## config.mk

```make
export PLATFORM = sky130hd
export DESIGN_NAME = flog_iter
export DESIGN_NICKNAME = d
export VERILOG_FILES = /design/src/rtl/flog_pkg.sv /design/src/rtl/flog_lzc.sv /design/src/rtl/flog_iter.sv
export SDC_FILE = /design/constraint.sdc
export NUM_CORES = 1
export LEC_CHECK = 0
export ABC_AREA = 0
export BUFFER_PORTS_ARGS = -buffer_cell sky130_fd_sc_hd__buf_2
export CAP_MARGIN = 10
export CELL_PAD_IN_SITES_DETAIL_PLACEMENT = 1
export CELL_PAD_IN_SITES_GLOBAL_PLACEMENT = 1
export CORE_ASPECT_RATIO = 0.6
export CORE_MARGIN = 2
export CORE_UTILIZATION = 50
export DETAILED_ROUTE_END_ITERATION = 6
export GPL_TIMING_DRIVEN = 0
export PLACE_DENSITY = 0.8
export SYNTH_ARGS = -nofsm -noshare
export SYNTH_HDL_FRONTEND = slang
export SYNTH_HIERARCHICAL = 1
export SYNTH_SLANG_ARGS = --single-unit
```

## constraint.sdc

```tcl
create_clock -name clk_i -period 7.68 [get_ports clk_i]
set_clock_uncertainty 0.05 [all_clocks]
set_input_delay 0.768 -clock clk_i [delete_from_list [all_inputs] [get_ports clk_i]]
set_output_delay 0.768 -clock clk_i [all_outputs]
set_load 0.05 [all_outputs]
```

## src/rtl/flog_pkg.sv

```systemverilog
// flog_pkg: shared types and constants for the iterative log2 unit.
//   flog_state_t      : FSM states of flog_iter
//   S_WIDTH/EXP_WIDTH/FRACT_WIDTH/BIAS : default bfloat16 field widths
//   flog_inf/qnan/zero: special encodings for a given field width
//   FLAG_*            : bit positions inside flags {invalid, div_by_zero, inexact}
package flog_pkg;

  typedef enum logic [2:0] {IDLE, ITER, NORM, SPEC, DONE} flog_state_t;

  localparam int S_WIDTH     = 1;
  localparam int EXP_WIDTH   = 8;
  localparam int FRACT_WIDTH = 7;
  localparam int BIAS        = (1 << (EXP_WIDTH - 1)) - 1;

  localparam int FLAG_NX = 0;
  localparam int FLAG_DZ = 1;
  localparam int FLAG_NV = 2;

  // Encodings are built in a 64-bit word; callers cut them to their width.
  function automatic logic [63:0] flog_inf(input int ew, input int fw, input logic sgn);
    return (64'(sgn) << (ew + fw)) | (((64'd1 << ew) - 64'd1) << fw);
  endfunction

  function automatic logic [63:0] flog_qnan(input int ew, input int fw);
    return flog_inf(ew, fw, 1'b0) | (64'd1 << (fw - 1));
  endfunction

  function automatic logic [63:0] flog_zero(input int ew, input int fw, input logic sgn);
    return 64'(sgn) << (ew + fw);
  endfunction

endpackage

```

## src/rtl/flog_lzc.sv

```systemverilog
// flog_lzc: leading-zero counter.
//   data : input word
//   cnt  : number of leading zeros (WIDTH when data is all-zero)
//   zero : data is all-zero
module flog_lzc #(
  parameter int WIDTH = 20
) (
  input  logic [WIDTH-1:0]             data,
  output logic [$clog2(WIDTH+1)-1:0]   cnt,
  output logic                         zero
);
  localparam int CW = $clog2(WIDTH + 1);

  // Ascending scan: the highest set bit is the last one to write cnt.
  always_comb begin
    cnt = CW'(WIDTH);
    for (int i = 0; i < WIDTH; i++)
      if (data[i]) cnt = CW'(WIDTH - 1 - i);
  end

  assign zero = ~|data;
endmodule

```

## src/rtl/flog_iter.sv

```systemverilog
// flog_iter: iterative log2 for IEEE-style floats, one operation in flight.
//   clk_i, rst_ni           : clock, async active-low reset
//   in_valid_i / in_ready_o : operand handshake, op_i = {sign, exp, fract}
//   out_valid_o/out_ready_i : result handshake, res_o in the operand format
//   flags_o                 : {invalid, div_by_zero, inexact}
// Build option: FLOG_RNE_EN selects round-to-nearest-even in NORM;
// without it the result is truncated toward zero.
module flog_iter #(
  parameter int EXP_WIDTH   = flog_pkg::EXP_WIDTH,
  parameter int FRACT_WIDTH = flog_pkg::FRACT_WIDTH,
  parameter int ITER_BITS   = FRACT_WIDTH + 4,
  parameter int WORK_WIDTH  = FRACT_WIDTH + 8,
  parameter int BIAS        = (1 << (EXP_WIDTH - 1)) - 1
) (
  input  logic                             clk_i,
  input  logic                             rst_ni,
  input  logic                             in_valid_i,
  output logic                             in_ready_o,
  input  logic [EXP_WIDTH+FRACT_WIDTH:0]   op_i,
  output logic                             out_valid_o,
  input  logic                             out_ready_i,
  output logic [EXP_WIDTH+FRACT_WIDTH:0]   res_o,
  output logic [2:0]                       flags_o
);
  import flog_pkg::*;

  localparam int W   = 1 + EXP_WIDTH + FRACT_WIDTH;
  localparam int KW  = EXP_WIDTH + 1;          // signed unbiased exponent
  localparam int LW  = KW + ITER_BITS;         // fixed-point log word {k, F}
  localparam int YW  = WORK_WIDTH + 1;         // y in Q1.WORK_WIDTH
  localparam int PW  = 2 * YW;                 // y*y in Q2.2W
  localparam int CW  = $clog2(ITER_BITS + 1);
  localparam int LZW = $clog2(LW + 1);
  localparam int DW  = LW - 1 - FRACT_WIDTH;   // bits dropped below the mantissa
  localparam int XW  = EXP_WIDTH + 2;          // headroom for exponent overflow

  localparam logic [W-1:0] QNAN  = W'(flog_qnan(EXP_WIDTH, FRACT_WIDTH));
  localparam logic [W-1:0] PINF  = W'(flog_inf(EXP_WIDTH, FRACT_WIDTH, 1'b0));
  localparam logic [W-1:0] NINF  = W'(flog_inf(EXP_WIDTH, FRACT_WIDTH, 1'b1));
  localparam logic [W-1:0] PZERO = W'(flog_zero(EXP_WIDTH, FRACT_WIDTH, 1'b0));

  flog_state_t             state;
  logic [YW-1:0]           y;
  logic [KW-1:0]           k;
  logic [ITER_BITS-1:0]    f;
  logic [CW-1:0]           cnt;
  logic                    nx;
  logic [W-1:0]            res_q;
  logic [2:0]              flags_q;

  // operand decode
  logic                    op_s, e_max, e_zero, is_nan, special;
  logic [EXP_WIDTH-1:0]    op_e;
  logic [FRACT_WIDTH-1:0]  op_m;
  logic [W-1:0]            spec_res;
  logic [2:0]              spec_flg;

  assign op_s    = op_i[W-1];
  assign op_e    = op_i[W-2 -: EXP_WIDTH];
  assign op_m    = op_i[FRACT_WIDTH-1:0];
  assign e_max   = &op_e;
  assign e_zero  = ~|op_e;
  assign is_nan  = e_max & (|op_m);
  // Denormals flush to zero, so every E=0 operand is special.
  assign special = e_max | e_zero | op_s;

  always_comb begin
    spec_res = PINF;
    spec_flg = '0;
    if (is_nan) begin
      spec_res = QNAN;
      spec_flg[FLAG_NV] = ~op_m[FRACT_WIDTH-1];
    end else if (e_zero) begin
      spec_res = NINF;
      spec_flg[FLAG_DZ] = 1'b1;
    end else if (op_s) begin
      spec_res = QNAN;
      spec_flg[FLAG_NV] = 1'b1;
    end
  end

  // one Philo step: square, emit a bit, renormalise y into [1,2)
  logic [PW-1:0]           prod;
  logic [WORK_WIDTH+1:0]   y2;
  logic [YW-1:0]           y_nxt;
  logic                    bit_nxt, lost;

  assign prod    = PW'(y) * PW'(y);
  assign y2      = prod[PW-1:WORK_WIDTH];
  assign bit_nxt = y2[WORK_WIDTH+1];
  assign y_nxt   = bit_nxt ? y2[WORK_WIDTH+1:1] : y2[WORK_WIDTH:0];
  assign lost    = (|prod[WORK_WIDTH-1:0]) | (bit_nxt & y2[0]);

  // normalise {k, F} into sign / exponent / mantissa
  logic [LW-1:0]           lval, mag;
  logic [LW-2:0]           norm;
  logic [LZW-1:0]          lz;
  logic                    neg, lzero, ovf;
  logic [FRACT_WIDTH-1:0]  mant, mant_f;
  logic [DW-1:0]           disc;
  logic [XW-1:0]           rexp, exp_f;
  logic [W-1:0]            norm_res;
  logic [2:0]              norm_flg;

  assign lval = {k, f};
  assign neg  = lval[LW-1];
  assign mag  = neg ? -lval : lval;

  flog_lzc #(.WIDTH(LW)) u_lzc (.data(mag), .cnt(lz), .zero(lzero));

  // Leading one lands in the dropped top bit; it is the hidden bit.
  assign norm = (LW-1)'(mag << lz);
  assign mant = norm[LW-2 -: FRACT_WIDTH];
  assign disc = norm[DW-1:0];
  assign rexp = XW'(BIAS + EXP_WIDTH) - XW'(lz);

`ifdef FLOG_RNE_EN
  logic                    rnd_up;
  logic [FRACT_WIDTH:0]    mant_r;
  assign rnd_up = disc[DW-1] & ((|disc[DW-2:0]) | mant[0]);
  assign mant_r = {1'b0, mant} + (FRACT_WIDTH+1)'(rnd_up);
  assign mant_f = mant_r[FRACT_WIDTH-1:0];
  assign exp_f  = rexp + XW'(mant_r[FRACT_WIDTH]);
`else
  assign mant_f = mant;
  assign exp_f  = rexp;
`endif

  assign ovf = exp_f >= XW'((1 << EXP_WIDTH) - 1);

  always_comb begin
    norm_flg = '0;
    norm_flg[FLAG_NX] = nx | (|disc);
    if (lzero)    norm_res = PZERO;
    else if (ovf) norm_res = neg ? NINF : PINF;
    else          norm_res = {neg, exp_f[EXP_WIDTH-1:0], mant_f};
  end

  // The special result is resolved at accept; SPEC only sets its latency.
  always_ff @(posedge clk_i or negedge rst_ni) begin
    if (!rst_ni) begin
      state   <= IDLE;
      y       <= '0;
      k       <= '0;
      f       <= '0;
      cnt     <= '0;
      nx      <= 1'b0;
      res_q   <= '0;
      flags_q <= '0;
    end else begin
      case (state)
        IDLE: if (in_valid_i) begin
          if (special) begin
            state   <= SPEC;
            res_q   <= spec_res;
            flags_q <= spec_flg;
          end else begin
            state <= ITER;
            y     <= {1'b1, op_m, {(WORK_WIDTH-FRACT_WIDTH){1'b0}}};
            k     <= {1'b0, op_e} - KW'(BIAS);
            f     <= '0;
            cnt   <= '0;
            nx    <= 1'b0;
          end
        end
        ITER: begin
          y   <= y_nxt;
          f   <= {f[ITER_BITS-2:0], bit_nxt};
          nx  <= nx | lost;
          cnt <= cnt + CW'(1);
          if (cnt == CW'(ITER_BITS - 1)) state <= NORM;
        end
        NORM: begin
          res_q   <= norm_res;
          flags_q <= norm_flg;
          state   <= DONE;
        end
        SPEC: state <= DONE;
        DONE: if (out_ready_i) state <= IDLE;
        default: state <= IDLE;
      endcase
    end
  end

  // Gated by reset so the unit never advertises ready while held in reset.
  assign in_ready_o  = rst_ni & (state == IDLE);
  assign out_valid_o = (state == DONE);
  assign res_o       = res_q;
  assign flags_o     = flags_q;

endmodule

```

Word-level counts from Yosys, hierarchy flattened:

Cells that the tools add are included.

* $add $sub $neg: 4
* multiply operators: 1
* magnitude comparators: 1
* equality and inequality tests: 10
* shift-type cells: 1
* muxes and demuxes: 56
* bitwise gates (word level): 10
* reduce and logical (&&, ||, !) cells: 15

Operators by type and width (number)
* 16-bit two-way mux: 10
* 5-bit two-way mux: 16
* 16-bit case mux with 2 select lines: 2
* 16-bit by 16-bit multiplier with 32-bit output: 1
* 3-bit two-way mux: 9
* 11-bit two-way mux: 2
* 11-bit case mux with 2 select lines: 1
* 20-bit two-way mux: 1
* 20-bit negation: 1
* 20-bit OR reduction: 1
* 20-bit by 5-bit << shifter with 19-bit output: 1
* 15-bit OR reduction: 1
* 3-bit case mux with 4 select lines: 1
* 3-bit AND reduction: 4
* 12-bit OR reduction: 1
* 10-bit by 8-bit greater-or-equal comparator with 1-bit output (second input constant): 1
* 8-bit by 5-bit subtractor with 9-bit output (first input constant): 1
* 8-bit by 7-bit subtractor with 9-bit output (second input constant): 1
* 4-bit two-way mux: 2
* 2-bit != test (second input constant): 4
* 4-bit case mux with 2 select lines: 1
* 8-bit AND reduction: 1
* 8-bit OR reduction: 1
* 1-bit two-way mux: 7
* 18 further kinds: 27

* register bits: 63
* input bits: 20
* logic and storage cells: 106

Depth between registers and ports, before layout:

Gate-level depths: netlist of run 1.

* word-level depth: 27
* depth in mapped cells: 25
* gate-level depth less buffers: 23

Hierarchy:

The synthesis of run 1 kept the hierarchy.

By module, submodules not included
* flog_iter: instances 1, cells each 1364, area each 11586.1 um2, sequential area each 1551.5 um2
* flog_lzc: instances 1, cells each 39, area each 224.0 um2, sequential area each 0.0 um2

Worst setup path after synthesis of run 1:

Ideal clock, no wire load.

* path kind: flip-flop to flip-flop
* start point: register y[4]
* end point: register y[12]
* setup time: 0.082 ns
* arrival time: 6.354 ns
* data required time: 7.548 ns
* setup slack: 1.194 ns
* cell stages (with the launch flop): 26
* buffers on the path: 4
* cells stage by stage: dfrtp_1 clkbuf_1 clkbuf_1 nand2_1 inv_1 fa_1 inv_1 fa_1 inv_1 fa_1 fa_1 fa_1 inv_1 fa_1 inv_1 ha_1 clkbuf_1 nand2_1 o21ai_0 a211oi_1 a21oi_1 mux2i_1 nor2_1 buf_2 or2_2 a31oi_1

* cells in the longest elaborated chain, start to end: 3

Ends and longest elaborated chain
* start: declaration: line flog_iter.sv:43 `logic [YW-1:0] y;`
* start signal: assignment: line flog_iter.sv:159 `y <= {1'b1, op_m, {(WORK_WIDTH-FRACT_WIDTH){1'b0}}};`
* start signal: assignment: line flog_iter.sv:167 `y <= y_nxt;`
* 16-bit by 16-bit multiplier with 32-bit output: line flog_iter.sv:88 `assign prod = PW'(y) * PW'(y);`
* 16-bit two-way mux: line flog_iter.sv:91 `assign y_nxt = bit_nxt ? y2[WORK_WIDTH+1:1] : y2[WORK_WIDTH:0];`
* 16-bit case mux with 2 select lines: line flog_iter.sv:151 `case (state)`

No other way between the ends.
A chain may end at the register's enable or synchronous reset.

Final worst setup path of run 1:

* start point: register y[1]
* end point: register y[4]

Same word-level chain as after synthesis.

==> impl_metrics.ini, run 1 <==
[outcome]
status = completed

[sta]
period_share = 0.953
max_slew_margin = 0.424
finalCriticalPeriod_ns = 7.32
tightest_slew_ns = 0.863
slew_violations = 0
setup_viol = 0
grt_setup_unrepaired = false
timing.fmax_mhz = 137
hold_viol_final = 0

[layout]
drive_gt1_frac = 0.0722
syn2layout_area_growth_pct = 7.52
layout.nets = 1737
final_cells = 1770

[placed_design]
place_congestion = 0.906
port_buffers = 40
placed_cells = 1758
hpwl_um = 30700

[logic_synthesis]
seq_area_frac_synth = 0.131
syn_area_per_cell_sq_um = 8.42
async_flop_share = 1.00
netlist.area_leader.share = 0.275
synth_common_cells = 286 x inv_1, 162 x fa_1, 153 x nand2_1
yosys.area.top_type = fa_1
ys_top_cells_by_area = fa_1 27%, dfrtp_1 13%, ha_1 11%
yosysWarnings = 6
synth_cell_types = 71
netlist_instances = 1403
synth.most_common_cell = inv_1
ys_ff_latch = 62
syn_nets = 1691
syn_area_sq_um = 11800
synth-edff-count = 0
synth_ff_type = dfrtp_1

[clocking]
h-tree-depth = 3
path_clk_slew_ns = 0.06
clock-sinks = 62
cts_made_buffers = 9
cts_max_path_buffers = 2
ctsRootBufferMaster = clkbuf_16
cts_tree = built
clock_latency_ns = 0.35
cts_setup_buffers = 0

[worst_setup_path]
start_kind = register
cp-end-kind = register
rr_worst_depth = 21
cp_cell_sequence = clkbuf_2 > nand2_1 > fa_1 > inv_1 > fa_1 > fa_1 > fa_1 > fa_1 > inv_1 > fa_1 > inv_1 > ha_1 > a21oi_1 > o21ai_0 > a211oi_1 > a21oi_2 > mux2i_1 > nor2_1 > buf_2 > mux2i_1 > o21ai_1
crit_fanout = 11
critical_path_class = reg -> reg
cp.arrival_ns = 7.47
required_ns = 7.83
crit_top_cell = fa_1
rrSetupSlack_ns = 0.36
cpPeakStageDelay_ns = 0.64
critPathSlowestCell = dfrtp_1

[grt]
grt_pass1_wl_um = 58700
grt_pass1_vias = 10600
grtUsageTotal = 0.309
grt_overflow_total = 0
antenna_found_initial = 1
grt_max_degree = 64

[die]
die-area_sq_um = 24900
core_area_sq_um = 23100
die_w_um = 202
initial_utilization = 0.510
chipHeight_um = 123
placementRows = 43
ios = 41

[routing]
drtPass1Iterations = 5
avgViaCountPerCell = 5.75
final_antenna_net_count = 0
drt-initial-drc-count = 738
drc = 0
wl_um = 36600
vias = 10200
wl_per_cell_um = 20.7

[job]
cap_viol_max_count = 0

[min_path]
hp-class = reg -> reg
holdPathStages = 1
==> metal layers <==
metal / global-route usage / part of all wire / up-vias / wire, um
met3: 0.0619 / 0.074 / 20 / 2720
met4: 0.0392 / 0.0073 / 0 / 267
met5: 0 / 0 / - / 0
li1: - / - / 4654 / -
met2: 0.464 / 0.42 / 325 / 15400
met1: 0.471 / 0.50 / 5178 / 18200
==> metrics by stage <==
stage	area, sq um	setup TNS (ns)	util	worst slack [ns]	hold slack [ns]
final	12700	0	0.549	0.358	0.423
after CTS	12700	0	0.548	0.0142	0.425
after floorplan	11800	0	-	1.19	0.422
after global placement	12400	-1.64	0.536	-0.426	0.401
after global routing	12700	0	0.549	0.0617	0.450
after detailed placement	12400	-5.10	0.536	-0.598	0.412
==> cell families after synthesis <==
| kind of cell | share of synthesized area |
|---|---|
| multiplexers | 0.0344 |
| AO/OA/AOI/OAI | 0.132 |
| AND/OR/NAND/NOR | 0.164 |
| buffers and inverters | 0.112 |
| flip-flops | 0.131 |
| adder cells (fa/ha/maj) | 0.387 |
| XOR/XNOR | 0.0393 |
==> registers in the layout (all words and copies together), names as in the netlist <==
| register | flops |
|---|---|
| k | 9 |
| y | 16 |
| f | 11 |
| flags_o | 3 |
| cnt | 4 |
| nx | 1 |
| state | 3 |
| res_o | 15 |
==> placed cells by master (no fill, tap or decap), types with 35 or more instances in the layout <==
cell	instances
and2_1	40
nor2_1	72
inv_1	286
a21oi_1	62
o21ai_0	50
mux2i_1	35
ha_1	106
nand2_1	153
dfrtp_1	57
fa_1	162
buf_2	43
==> final timing paths <==
kind                                  from         end
worst max-delay path                  y[1]        y[4]
worst min-delay path            flags_o[1]  flags_o[1]
worst max register to register        y[1]        y[4]
worst min register to register  flags_o[1]  flags_o[1]
max in group asynchronous           rst_ni       y[15]
min in group asynchronous           rst_ni    res_o[1]
==> cell type report <==
cell class / instances / area (sq um)
diodes: 1 / 2.50
plain buffers: 54 / 244
clock buffers: 9 / 225
clock inverters: 7 / 48.8
fillers: 2871 / 10400
inverters: 287 / 1080
multi-input cells: 994 / 8940
flip-flops and latches: 62 / 1560
well taps: 315 / 394
repair buffers: 41 / 210
==> worst max-delay path, delay by kind of cell, from the launching register on <==
kind	cells	cell delay, ns
compound gates	5	1.31
fa+ha+maj	7	3.64
buf+inv	5	0.90
flops	1	0.64
mux	2	0.33
simple gates	2	0.29
==> what timing repair did <==
action	in CTS	in global routing
hold buffers	0	0
gates cloned	0	0
endpoints found under the setup margin	18	18
resized for setup	10	22
Power of run 1 is not shown: default switching activity piles up to over one toggle a cycle in this logic, so the estimate is an artifact.
==> inputs of run 2 (changes only) <==
CORE_MARGIN = 1   (was 2)
==> run 2 against run 1 <==
Net effect: hold slack lost 0.0026 ns; non-clock buffer count stayed put; critical path depth up 1; via count fell by 0.19%; utilization hardly changed; first-iteration DRC count decreased by 13%; flip-flop and latch count is the same; fmax decreased by 0.63%; setup slack worse by 0.047 ns; wire length fell by 1.3%; largest cell class unchanged.
==> impl_metrics.ini, run 2 (synthesized netlist as in run 1, its figures left out) <==
[clocking]
ctsRootBufferMaster = clkbuf_16
clock_latency_ns = 0.34
path_clk_slew_ns = 0.06
cts_made_buffers = 9
cts_max_path_buffers = 2
postCtsHoldBufs = 0
h-tree-depth = 3
cts_tree = built
clock-sinks = 62

[worst_setup_path]
critical_path_class = reg -> reg
reg2reg_from = y[9]
cp.arrival_ns = 7.52
endpoint = y[13]
crit_fanout = 10
rr_worst_depth = 22
required_ns = 7.83
startpoint = y[9]
start_kind = register
rrSetupSlack_ns = 0.31
r2r_end = y[13]
cp-end-kind = register

[layout]
antenna_cells = 0
layout.nets = 1737
syn2layout_area_growth_pct = 7.55
drive_gt1_frac = 0.0688
final_cell_mix = 286 x inv_1, 162 x fa_1, 153 x nand2_1
final_cell_area_sq_um = 12700
layout.cells.most_common = inv_1
largest_reg_flops = 16
largest_register = y

[die]
ios = 41
die_w_um = 200
chipHeight_um = 121
placementRows = 43
die-area_sq_um = 24300
core_area_sq_um = 23100
initial_utilization = 0.510

[min_path]
hp-class = reg -> reg

[placed_design]
port_buffers = 40
dpl_cell_area_sq_um = 12400
place_congestion = 0.947
hpwl_um = 30200

[sta]
finalCriticalPeriod_ns = 7.37
slew_violations = 0
max_slew_margin = 0.429
period_share = 0.959
hold_viol_final = 0
setup_viol = 0
timing.fmax_mhz = 136
tightest_slew_ns = 0.857

[grt]
antenna_found_initial = 1
grt_pass1_vias = 10700
grt_overflow_total = 0
grt_max_degree = 64
grt_pass1_wl_um = 58800
grtUsageTotal = 0.315

[routing]
final_antenna_net_count = 0
drtPass1Iterations = 5
avgViaCountPerCell = 5.74
wl_per_cell_um = 20.4
vias = 10200
drt-initial-drc-count = 643
drc = 0
wl_um = 36200

[outcome]
status = completed

[job]
cap_viol_max_count = 0
run 2: changes by cell type in the layout (fill, tap and decap cells not counted), moves of 2 or more:
cell and change:
clkbuf_1 +2, clkbuf_2 -2, clkbuf_8 +2, dfrtp_1 +3, dfrtp_2 -3
run 2: what timing repair did:
action                     4_1_cts  5_1_grt
buffers inserted                 0        0
setup endpoints to repair       18       18
pin swaps                        0        0
gates resized for setup         10       16
hold endpoints to repair         0        0
run 2: layer usage:
| metal | up-vias | track usage | wire length [um] |
|---|---|---|---|
| li1 | 4654 | - | - |
| met1 | 5203 | 0.479 | 18100 |
| met2 | 272 | 0.456 | 14900 |
| met3 | 29 | 0.0771 | 2790 |
| met4 | 0 | 0.0477 | 369 |
| met5 | - | 0 | 0 |
run 2: metrics by stage:
| stage | setup TNS, ns | util | setup slack (ns) | hold slack, ns | std cells |
|---|---|---|---|---|---|
| after detailed placement | -4.36 | 0.536 | -0.626 | 0.412 | 1758 |
| after global routing | -0.00683 | 0.549 | -0.00683 | 0.446 | 1769 |
| after global placement | -2.09 | 0.536 | -0.458 | 0.399 | 1758 |
| final | 0 | 0.549 | 0.311 | 0.420 | 1769 |
| after CTS | 0 | 0.549 | 0.0865 | 0.425 | 1771 |
| after floorplan | 0 | - | 1.19 | 0.422 | 1403 |
run 2: worst min-delay path by stage:
stage | start | slack, ns | depth (start not counted) | end
after global placement | flags_o[2] | 0.40 | 2 | flags_o[2]
after floorplan | rst_ni | 0.42 | 0 | cnt[0]
after detailed placement | flags_o[1] | 0.41 | 1 | flags_o[1]
final | flags_o[1] | 0.42 | 1 | flags_o[1]
after CTS | flags_o[1] | 0.43 | 1 | flags_o[1]
after global routing | flags_o[1] | 0.45 | 1 | flags_o[1]
run 2: final cells by class:
class | instances | area, sq um
well taps | 315 | 394
clock inverters | 5 | 33.8
clock buffers | 11 | 253
repair buffers | 41 | 210
flip-flops and latches | 62 | 1550
fillers | 2850 | 10400
multi-input cells | 994 | 8940
inverters | 287 | 1080
plain buffers | 54 | 241
run 2: critical path, stage by stage (launching register included):
cell	delay, ns
dfrtp_1	0.59
clkbuf_2	0.36
and2_1	0.25
fa_1	0.47
inv_1	0.05
fa_1	0.55
inv_1	0.07
fa_1	0.53
fa_1	0.45
fa_1	0.54
inv_1	0.06
fa_1	0.53
inv_1	0.04
ha_1	0.27
clkbuf_1	0.34
nand4_1	0.22
a211oi_1	0.23
o21ai_0	0.29
a211o_1	0.43
a21oi_1	0.29
o311ai_0	0.28
mux2i_1	0.20
o21ai_0	0.09
Power of run 2 is left out for the same reason.
